<file path="src/rtl/aes_cbc_chain_ctrl.sv">
// aes_cbc_chain_ctrl: CBC chaining wrapper around an AES core.
// Accepts one 128-bit block at a time. On encrypt it XORs the block with the
// chaining value before sending it to the core. On decrypt it XORs the core
// result with the chaining value. It also keeps a processed-block counter.
// Optional feature: `define AES_CBC_CHAIN_CTRL_ECB_EN adds the ecb_i port.
// When the latched ecb_i is 1, the block bypasses chaining entirely.
//
// Handshakes: every interface transfers when valid and ready (or ack) are
// both high on a rising clock edge. Once raised, a valid stays high and its
// data/op stay stable until that transfer. res_ack_o is the exception: it is
// combinational and mirrors res_valid_i while the block waits in WAIT.
module aes_cbc_chain_ctrl #(
    parameter int unsigned CntWidth = 16,
    parameter logic [1:0]  OpFwd    = 2'b01,
    parameter logic [1:0]  OpInv    = 2'b10
) (
    input  logic                clk_i,
    input  logic                rst_ni,
    input  logic                iv_we_i,
    input  logic [127:0]        iv_i,
    input  logic                clear_i,
    input  logic                dec_i,
`ifdef AES_CBC_CHAIN_CTRL_ECB_EN
    input  logic                ecb_i,
`endif
    input  logic                in_valid_i,
    output logic                in_ready_o,
    input  logic [127:0]        in_data_i,
    output logic                crypt_valid_o,
    input  logic                crypt_ack_i,
    output logic [127:0]        crypt_data_o,
    output logic [1:0]          crypt_op_o,
    input  logic                res_valid_i,
    output logic                res_ack_o,
    input  logic [127:0]        res_data_i,
    output logic                out_valid_o,
    input  logic                out_ready_i,
    output logic [127:0]        out_data_o,
    output logic                busy_o,
    output logic [CntWidth-1:0] blk_cnt_o
);

    typedef enum logic [1:0] {
        ST_IDLE = 2'd0,
        ST_REQ  = 2'd1,
        ST_WAIT = 2'd2,
        ST_OUT  = 2'd3
    } state_e;

    state_e              state_q, state_d;
    logic [127:0]        chain_q, chain_d;
    logic [127:0]        held_q, held_d;
    logic [127:0]        crypt_data_q, crypt_data_d;
    logic [127:0]        out_data_q, out_data_d;
    logic [1:0]          crypt_op_q, crypt_op_d;
    logic                dec_q, dec_d;
    logic                ecb_q, ecb_d;
    logic                in_ready_q, in_ready_d;
    logic                crypt_valid_q, crypt_valid_d;
    logic                out_valid_q, out_valid_d;
    logic [CntWidth-1:0] cnt_q, cnt_d;
    logic [127:0]        chain_upd;
    logic                ecb_in;

`ifdef AES_CBC_CHAIN_CTRL_ECB_EN
    assign ecb_in = ecb_i;
`else
    assign ecb_in = 1'b0;
`endif

    // Next-state logic: chaining register updates, block capture, core and output sequencing
    always_comb begin
        state_d       = state_q;
        chain_d       = chain_q;
        held_d        = held_q;
        crypt_data_d  = crypt_data_q;
        out_data_d    = out_data_q;
        crypt_op_d    = crypt_op_q;
        dec_d         = dec_q;
        ecb_d         = ecb_q;
        cnt_d         = cnt_q;
        chain_upd     = chain_q;
        unique case (state_q)
            ST_IDLE: begin
                // A block accepted in the same cycle sees the IV/clear update
                if (clear_i) begin
                    chain_upd = '0;
                    cnt_d     = '0;
                end else if (iv_we_i) begin
                    chain_upd = iv_i;
                end
                chain_d = chain_upd;
                if (in_valid_i && in_ready_q) begin
                    dec_d        = dec_i;
                    ecb_d        = ecb_in;
                    held_d       = in_data_i;
                    crypt_data_d = (dec_i || ecb_in) ? in_data_i : (in_data_i ^ chain_upd);
                    crypt_op_d   = dec_i ? OpInv : OpFwd;
                    state_d      = ST_REQ;
                end
            end
            ST_REQ: begin
                if (crypt_ack_i) begin
                    state_d = ST_WAIT;
                end
            end
            ST_WAIT: begin
                if (res_valid_i) begin
                    if (ecb_q) begin
                        out_data_d = res_data_i;
                    end else if (dec_q) begin
                        out_data_d = res_data_i ^ chain_q;
                        chain_d    = held_q;
                    end else begin
                        out_data_d = res_data_i;
                        chain_d    = res_data_i;
                    end
                    state_d = ST_OUT;
                end
            end
            ST_OUT: begin
                if (out_ready_i) begin
                    cnt_d   = cnt_q + CntWidth'(1);
                    state_d = ST_IDLE;
                end
            end
            default: state_d = ST_IDLE;
        endcase
        in_ready_d    = (state_d == ST_IDLE);
        crypt_valid_d = (state_d == ST_REQ);
        out_valid_d   = (state_d == ST_OUT);
    end

    // State and registered outputs; reset discards any in-flight block
    always_ff @(posedge clk_i or negedge rst_ni) begin
        if (!rst_ni) begin
            state_q       <= ST_IDLE;
            chain_q       <= '0;
            held_q        <= '0;
            crypt_data_q  <= '0;
            out_data_q    <= '0;
            crypt_op_q    <= OpFwd;
            dec_q         <= 1'b0;
            ecb_q         <= 1'b0;
            in_ready_q    <= 1'b1;
            crypt_valid_q <= 1'b0;
            out_valid_q   <= 1'b0;
            cnt_q         <= '0;
        end else begin
            state_q       <= state_d;
            chain_q       <= chain_d;
            held_q        <= held_d;
            crypt_data_q  <= crypt_data_d;
            out_data_q    <= out_data_d;
            crypt_op_q    <= crypt_op_d;
            dec_q         <= dec_d;
            ecb_q         <= ecb_d;
            in_ready_q    <= in_ready_d;
            crypt_valid_q <= crypt_valid_d;
            out_valid_q   <= out_valid_d;
            cnt_q         <= cnt_d;
        end
    end

    assign in_ready_o    = in_ready_q;
    assign crypt_valid_o = crypt_valid_q;
    assign crypt_data_o  = crypt_data_q;
    assign crypt_op_o    = crypt_op_q;
    assign res_ack_o     = (state_q == ST_WAIT) && res_valid_i;
    assign out_valid_o   = out_valid_q;
    assign out_data_o    = out_data_q;
    assign busy_o        = (state_q != ST_IDLE);
    assign blk_cnt_o     = cnt_q;

endmodule

</file>
<file path="config.mk">
export PLATFORM = sky130hd
export DESIGN_NAME = aes_cbc_chain_ctrl
export DESIGN_NICKNAME = d
export VERILOG_FILES = /design/src/rtl/aes_cbc_chain_ctrl.sv
export SDC_FILE = /design/constraint.sdc
export NUM_CORES = 1
export LEC_CHECK = 0
export CAP_MARGIN = 10
export CORE_AREA = 10 10 251 253
export DETAILED_ROUTE_END_ITERATION = 16
export DIE_AREA = 0 0 261 263
export GPL_ROUTABILITY_DRIVEN = 1
export PLACE_DENSITY = 0.85
export SYNTH_ARGS = -nofsm -noshare
export SYNTH_HDL_FRONTEND = slang
export SYNTH_SLANG_ARGS = --single-unit
</file>
<file path="constraint.sdc">
create_clock -name clk_i -period 2.3 [get_ports clk_i]
set_input_delay 0.23 -clock clk_i [delete_from_list [all_inputs] [get_ports clk_i]]
set_output_delay 0.23 -clock clk_i [all_outputs]
set_load 0.05 [all_outputs]
</file>
==> results of run 1 <==
-- synthesized netlist by cell type (2+ instances only) --
master	number	share of area [%]
a2111oi_2	2	0.11
a21oi_1	140	2.6
and2_1	3	0.069
buf_1	7	0.097
buf_2	67	1.2
buf_6	2	0.083
clkbuf_1	157	2.2
dfrtp_1	533	49
dfstp_2	2	0.19
inv_1	5	0.069
mux2_2	128	5.3
mux2i_1	129	4.8
nand2_1	908	13
nand2b_1	2	0.046
nand3_1	7	0.13
nor2_1	10	0.14
nor3_1	257	4.7
o21ai_0	392	7.2
o31ai_1	2	0.055
or2_2	2	0.046
or3_1	5	0.12
or4_1	2	0.055
xnor2_1	131	4.2
xor2_1	131	4.2
-- power breakdown --
group | switching, mW | internal [mW] | leakage (nW)
Sequential | 2.78 | 13.5 | 6.78
Combinational | 16.9 | 8.98 | 8.24
Clock | 4.01 | 6.17 | 1.02
-- state kept, by name (all words and copies together), names as in the netlist, 2 cells and up --
signal and cells:
state_q 2, held_q 128, chain_q 128, crypt_op_o 2
blk_cnt_o 16, out_data_o 128, crypt_data_o 128
-- per-stage QoR --
| step | util [%] | cell area (µm²) |
|---|---|---|
| 2_1_floorplan | - | 27100 |
| 3_3_place_gp | 60.4 | 35200 |
| 3_5_place_dp | 60.4 | 35200 |
| 4_1_cts | 64.0 | 37300 |
| 5_1_grt | 64.1 | 37300 |
| 6_report | 64.1 | 37400 |
-- cell families (layout without fill, tap and decap cells) --
family                   Yosys count  in the layout  share of synthesized area [%]
other                              0             37                              0
XOR/XNOR                         262            262                           8.46
AO/OA/AOI/OAI                    542            542                           10.2
AND/OR/NAND/NOR                 1204           1204                           18.2
flip-flops                       535            535                           49.3
multiplexers                     257            257                           10.1
buffers and inverters            239            886                           3.68
adder cells (fa/ha/maj)            1              1                         0.0461
-- layer usage --
layer	global-route usage [%]	wire, µm	vias up
li1	-	-	11400
met1	32.5	36400	12200
met2	44.5	47500	1126
met3	6.92	8170	313
met4	17.6	5900	16
met5	0	121	-
-- cell type report --
| cell class | instances | area, µm² |
|---|---|---|
| Antenna cell | 37 | 92.6 |
| Clock buffer | 79 | 1660 |
| Clock inverter | 28 | 415 |
| Fill cell | 4405 | 20900 |
| Inverter | 5 | 18.8 |
| Multi-Input combinational cell | 2266 | 12800 |
| Sequential cell | 535 | 13400 |
| Tap cell | 773 | 967 |
| Timing Repair Buffer | 774 | 8020 |
-- what timing repair did --
action,CTS,global route
endpoints found under the setup margin,1,1
hold buffers,1,0
hold endpoints to repair,67,0
gates resized for setup,1,1
-- how the worst min path moves through the flow --
stage | startpoint | endpoint | slack, ns | cells after the start
after floorplan | rst_ni | blk_cnt_o[0] | -0.07 | 0
after global placement | rst_ni | crypt_data_o[82] | 0.23 | 1
after detailed placement | rst_ni | crypt_data_o[82] | 0.24 | 1
after CTS | dec_i | crypt_op_o[0] | 0.01 | 2
after global routing | dec_i | crypt_op_o[0] | 0.04 | 2
final | dec_i | crypt_op_o[0] | 0.04 | 2
==> flow_summary.yaml, run 1 <==
yosys:
  synth_edf_count: 0
  synthArstFlopShare_pct: 100
  synth_seq_cells: 535
  synth.avg_cell_area_um2: 8.93
  syn_inst: 3040
  syn-num-nets: 3434
  ys.flop_type: "dfrtp_1"
  yosysSeqAreaShare_pct: 49.3
  syn_area_um2: 27100
  ys_warn_count: 0
  synth_cell_types: 40
floorplan:
  rows: 89
  ios: 672
  start_util_pct: 46.6
  coreArea_um2: 58200
  die_area_um2: 68600
  die_h_um: 263
  die_x_um: 261
finish:
  nets: 4034
  drive_gt1_share_pct: 9.55
  area_growth_pct: 37.7
  final_cell_mix: "nand2_1, clkdlybuf4s50_1, dfrtp_1"
  stdcell_count: 4497
  final_common_cell: "nand2_1"
sta:
  min_period_ns: 2.21
  rsz0062_at_grt: "no"
  final.setup.tns_ns: 0
  fmax_ghz: 0.453
  hold_viol_final: 0
  worst_pin_slew_ns: 0.737
  drv_slew: 0
  setup-violations-final: 0
  fin_skew_ns: 0.0282
  slew-limit-headroom_pct: 50.7
  worst_slack_ns: 0.0932
  holdWs_ns: 0.0448
  finalCritPeriodShare_pct: 95.9
grt:
  antenna_found_initial: 40
  grt_pass1_vias: 25300
  overflow: 0
  grt_pass1_wl_um: 150000
  grt_max_degree: 113
  grt_util_all_layers_pct: 27.6
clock_network:
  post_cts_buffers: 0
  clockBufferDepth: 3
  cts_tree: "done"
  clock_sinks: 535
  cts_made_buffers: 58
  cts_root_buf: "clkbuf_16"
  clkLatencyLatePin_ns: 0.61
  h-tree-depth: 2
  clk_pin_slew_worst_paths_ns: 0.06
worst_setup_path:
  reg2reg_to: "blk_cnt_o[14]"
  critical-path-top-delay-family: "buffers and inverters"
  crit_chain: "clkdlybuf4s50_1"
  crit_type: "reg -> out"
  cp_slowest_stage_delay_ns: 0.87
  worst-path-stages: 1
  cp.arrival_ns: 1.98
  cp_max_fo: 8
  r2r_start: "state_q[0]"
  r2r_setup_slack_ns: 0.28
  worstSetupStartpoint: "blk_cnt_o[3]"
  start_kind: "flip-flop"
  worstSetupEndpoint: "blk_cnt_o[3]"
  worstRegToRegCells: 4
  end_kind: "primary output"
  worstPathRequired_ns: 2.07
  cp_num_buf_inv: 1
  cp_slowest_cell: "clkdlybuf4s50_1"
detailed_routing:
  vias: 25000
  wl_um: 98100
  drc: 0
  post_drt_wl_per_cell_um: 21.8
  drt_iter0_markers: 1900
  ant_nets: 0
  vias_per_cell: 5.56
  dr.pass1.iters: 5
place:
  hpwl_um: 70100
  place_congestion: 0.899
  placed_cells: 4352
  dp_slack_ns: 0.271
  io_buffers: 671
pwr:
  fin_total_pwr_mw: 52.3
  powerDensity_nw_per_um2: 1400
  ir_drop_mv: 1.25
  p_leak_nw: 16.0
hold_path:
  min_path_type: "in -> reg"
run_status:
  status: "complete, no violations"
flow_run:
  drv_cap: 0
(Power assumes the default switching activity.)
==> run 2, diff against run 1 <==
- CTS_BUF_LIST: not set -> sky130_fd_sc_hd__clkbuf_16
==> run 2 against run 1 <==
  * Utilization decreased by 0.20 points
  * Total power down 0.82%
  * Combinational power about the same
  * Sequential power is essentially flat
  * Clock power shrank 4%
  * Critical path type unchanged
==> flow_summary.yaml, run 2 (synthesis results as in run 1) <==
worst_setup_path:
  worstRegToRegCells: 4
  end_kind: "primary output"
  start_kind: "flip-flop"
  r2r_start: "state_q[0]"
  cp_max_fo: 8
  reg2reg_to: "blk_cnt_o[14]"
  r2r_setup_slack_ns: 0.27
  crit_chain: "clkdlybuf4s50_1"
  critical-path-top-delay-family: "buffers and inverters"
  cp.arrival_ns: 1.98
  worstPathRequired_ns: 2.07
  worstSetupEndpoint: "blk_cnt_o[3]"
  cp_num_buf_inv: 1
  cp_slowest_stage_delay_ns: 0.87
  crit_type: "reg -> out"
  worst-path-stages: 1
  worstSetupStartpoint: "blk_cnt_o[3]"
  cp_slowest_cell: "clkdlybuf4s50_1"
sta:
  fmax_ghz: 0.453
  worst_pin_slew_ns: 0.730
  drv_slew: 0
  hold_viol_final: 0
  final.setup.tns_ns: 0
  fin_skew_ns: 0.0295
  finalCritPeriodShare_pct: 96.0
  min_period_ns: 2.21
  slew-limit-headroom_pct: 51.2
  rsz0062_at_grt: "no"
  setup-violations-final: 0
detailed_routing:
  drc: 0
  drt_iter0_markers: 1815
  dr.pass1.iters: 5
  vias_per_cell: 5.57
  wl_um: 98000
  vias: 25000
  post_drt_wl_per_cell_um: 21.8
  ant_nets: 0
floorplan:
  coreArea_um2: 58200
  die_h_um: 263
  die_area_um2: 68600
  rows: 89
  ios: 672
  start_util_pct: 46.6
  die_x_um: 261
pwr:
  powerDensity_nw_per_um2: 1390
  clock_power_share_pct: 18.9
  seq_power_share_pct: 31.3
  p_sw_share_pct: 45.6
  power.net_switching_mw: 23.6
  p_leak_nw: 16.0
  intPower_mw: 28.2
  share_comb_of_total_power_pct: 49.8
  ir_drop_mv: 1.26
finish:
  finalCoreUtilization_pct: 63.9
  final_common_cell: "nand2_1"
  final_cell_mix: "nand2_1, clkdlybuf4s50_1, dfrtp_1"
  area_growth_pct: 37.2
  nets: 4034
  stdcell_count: 4494
  fill_cells: 4427
  drive_gt1_share_pct: 9.25
clock_network:
  cts_root_buf: "clkbuf_16"
  clock_sinks: 535
  cts_made_buffers: 58
  clockBufferDepth: 3
  post_cts_buffers: 0
  cts_tree: "done"
  clk_pin_slew_worst_paths_ns: 0.06
  h-tree-depth: 2
  clkLatencyLatePin_ns: 0.62
grt:
  grt_pass1_vias: 25200
  grt_max_degree: 113
  antenna_found_initial: 39
  grt_util_all_layers_pct: 27.6
  grt_pass1_wl_um: 149000
  overflow: 0
run_status:
  status: "complete, no violations"
place:
  place_congestion: 0.899
  hpwl_um: 70100
  io_buffers: 671
  placed_cells: 4352
hold_path:
  holdCritStartpoint: "dec_i"
  min_path_type: "in -> reg"
flow_run:
  drv_cap: 0
==> run 2: changes by cell type in the layout (fill, tap and decap cells not counted) <==
cell and change:
clkbuf_1 -9, clkbuf_8 -11, clkinv_1 +11, diode_2 -3
inv_1 +9
==> run 2: through the flow <==
stage / cell area [µm²] / power, mW / worst slack [ns] / hold WS [ns]
final: 37200 / 51.9 / 0.0931 / 0.0424
after global routing: 37200 / 54.5 / 0.0264 / 0.0447
after CTS: 37200 / 51.9 / 0.0490 / 0.0102
after detailed placement: 35200 / 41.9 / 0.271 / 0.236
after global placement: 35200 / 41.2 / 0.287 / 0.233
after floorplan: 27100 / 32.1 / 0.259 / -0.0656
==> run 2: worst min path at each step <==
stage / endpoint / slack (ns) / cells after the start
6_report: crypt_op_o[0] / 0.04 / 2
3_5_place_dp: crypt_data_o[82] / 0.24 / 1
5_1_grt: crypt_op_o[0] / 0.04 / 2
4_1_cts: crypt_op_o[0] / 0.01 / 2
3_3_place_gp: crypt_data_o[82] / 0.23 / 1
2_1_floorplan: blk_cnt_o[0] / -0.07 / 0
==> run 2: cell type report <==
type | instances | area (µm²) | share of cell area (%)
Clock inverter | 48 | 490 | 1.32
Inverter | 5 | 18.8 | 0.0504
Tap cell | 773 | 967 | 2.60
Antenna cell | 34 | 85.1 | 0.228
Multi-Input combinational cell | 2266 | 12800 | 34.3
Sequential cell | 535 | 13400 | 36.0
Clock buffer | 59 | 1480 | 3.96
Timing Repair Buffer | 774 | 8020 | 21.5
==> run 2: what timing repair did <==
action | 4_1_cts | 5_1_grt
pin swaps | 0 | 0
resized for setup | 1 | 1
hold buffers | 1 | 0
setup endpoints to repair | 1 | 1
gates cloned | 0 | 0
hold endpoints to repair | 67 | 0
==> run 2: per-layer routing <==
metal | global-route usage [%] | wire length [µm]
met5 | 0 | 99
met4 | 17.3 | 6080
met3 | 7.28 | 8790
met2 | 44.5 | 46800
met1 | 32.2 | 36200
==> run 2: power groups by stage <==
stage               combinational, mW  clock (mW)  sequential [mW]
CTS                              25.9        9.89             16.2
global route                     27.6        10.2             16.7
detailed placement               25.6           0             16.3
finish                           25.8        9.78             16.3
floorplan                        9.21           0             22.9
global placement                 25.1           0             16.1
==> run 3, diff against run 2 <==
- CORE_AREA: 10 10 251 253 -> 2 2 258 260
- DIE_AREA: 0 0 261 263 -> 0 0 260 262
- PLACE_DENSITY: 0.85 -> 0.77
==> run 3 against run 2 <==
  * Total power decreased by 1.5%
  * Via count decreased by 4.0%
  * Flip-flop and latch count unchanged
  * Final area increased by 0.29%
  * Hold slack got worse by 0.0042 ns
  * Non-clock buffer count increased by 7
  * Die area decreased by 0.76%
  * Maximum frequency decreased by 1.3%
  * Worst setup slack got worse by 0.028 ns
==> flow_summary.yaml, run 3 (synthesis results as in run 1) <==
detailed_routing:
  wl_met1_um: 36300
  vias: 24000
  wl_met3_um: 5980
  vias_per_cell: 5.25
  post_drt_wl_per_cell_um: 19.9
  ant_nets: 0
  wl_um: 91200
  drc: 0
  dr.pass1.iters: 5
  drt_iter0_markers: 1683
  dr_wl_met2_um: 44200
  top_layer: "met5"
pwr:
  p_leak_nw: 16.0
  ir_drop_mv: 1.08
  powerDensity_nw_per_um2: 1370
sta:
  worst_pin_slew_ns: 0.665
  fmax_ghz: 0.447
  finalCritPeriodShare_pct: 97.2
  min_period_ns: 2.23
  hold_viol_final: 0
  worst_slack_ns: 0.0652
  drv_slew: 0
  slew-limit-headroom_pct: 55.6
  fin_skew_ns: 0.0179
  final.setup.tns_ns: 0
  setup-violations-final: 0
  rsz0062_at_grt: "no"
clock_network:
  clock_sinks: 535
  clockBufferDepth: 3
  h-tree-depth: 2
  cts_root_buf: "clkbuf_16"
  cts_made_buffers: 59
  clk_pin_slew_worst_paths_ns: 0.06
  cts_tree: "done"
  clkLatencyLatePin_ns: 0.62
floorplan:
  ios: 672
  rows: 94
  coreArea_um2: 65300
  die_h_um: 262
  start_util_pct: 41.6
  die_area_um2: 68100
  die_x_um: 260
grt:
  grt_pass1_wl_um: 139000
  grt_pass1_vias: 24100
  antenna_found_initial: 18
  grt_max_degree: 92
  grt_util_all_layers_pct: 26.1
  overflow: 0
place:
  io_buffers: 671
  hpwl_um: 65200
  post_dp_cell_area_um2: 35400
  place_congestion: 0.898
  dp_slack_ns: 0.247
  placed_cells: 4449
worst_setup_path:
  critical-path-top-delay-family: "buffers and inverters"
  worstPathRequired_ns: 2.07
  cp_num_buf_inv: 1
  cp_slowest_cell: "clkdlybuf4s50_1"
  crit_chain: "clkdlybuf4s50_1"
  end_kind: "primary output"
  start_kind: "flip-flop"
  cp.arrival_ns: 2.00
  crit_type: "reg -> out"
  cp_max_fo: 3
  cp_slowest_stage_delay_ns: 0.82
finish:
  fill_cells: 5580
  final_common_cell: "nand2_1"
  final_cell_area_um2: 37300
  drive_gt1_share_pct: 9.31
  final_cell_mix: "nand2_1, clkdlybuf4s50_1, dfrtp_1"
  nets: 4042
  area_growth_pct: 37.6
  stdcell_count: 4573
hold_path:
  min_path_type: "in -> reg"
run_status:
  status: "complete, no violations"
flow_run:
  drv_cap: 0
[run 3: report_power, final]
| part | switching (mW) | internal (mW) | total, mW | leakage, nW |
|---|---|---|---|---|
| Combinational | 16.4 | 9.09 | 25.5 | 8.29 |
| Clock | 4.03 | 5.33 | 9.35 | 0.953 |
| Sequential | 2.73 | 13.5 | 16.2 | 6.78 |
| Total | 23.2 | 27.9 | 51.1 | 16.0 |
[run 3: repair_timing]
item,in CTS,in global routing
setup buffers,1,0
resized for setup,2,0
setup endpoints to repair,1,0
hold buffers,1,0
hold endpoints to repair,39,0
[run 3: final cells by class]
| class | count | area (µm²) | area share [%] |
|---|---|---|---|
| Sequential cell | 535 | 13400 | 35.9 |
| Multi-Input combinational cell | 2266 | 12800 | 34.3 |
| Timing Repair Buffer | 781 | 8150 | 21.8 |
| Clock buffer | 61 | 1530 | 4.09 |
| Tap cell | 864 | 1080 | 2.89 |
| Clock inverter | 48 | 348 | 0.931 |
| Antenna cell | 13 | 32.5 | 0.0871 |
| Inverter | 5 | 18.8 | 0.0503 |
[run 3: final timing paths]
check | from | end | slack, ns | depth (start not counted)
setup / recovery | in_ready_o | in_ready_o | 0.07 | 1
hold / removal | clear_i | blk_cnt_o[9] | 0.04 | 3
setup reg to reg | state_q[0] | chain_q[39] | 0.27 | 7
hold reg to reg | held_q[45] | held_q[45] | 0.47 | 2
max in group asynchronous | rst_ni | crypt_data_o[87] | 1.21 | 3
min in group asynchronous | rst_ni | blk_cnt_o[8] | 0.20 | 2
[run 3: per-stage QoR]
step,hold WS [ns],power [mW],utilization [%]
floorplan,-0.0656,32.1,-
CTS,0.000450,51.3,57.2
detailed placement,0.250,41.8,54.2
finish,0.0383,51.1,57.2
global route,0.0152,54.0,57.2
global placement,0.250,41.2,54.2
[run 3: metal layers]
layer  up-vias  GRT usage [%]
li1      11400              -
met1     11500           32.7
met2       883           43.5
met3       251           4.88
met4        12           12.9
met5         -              0
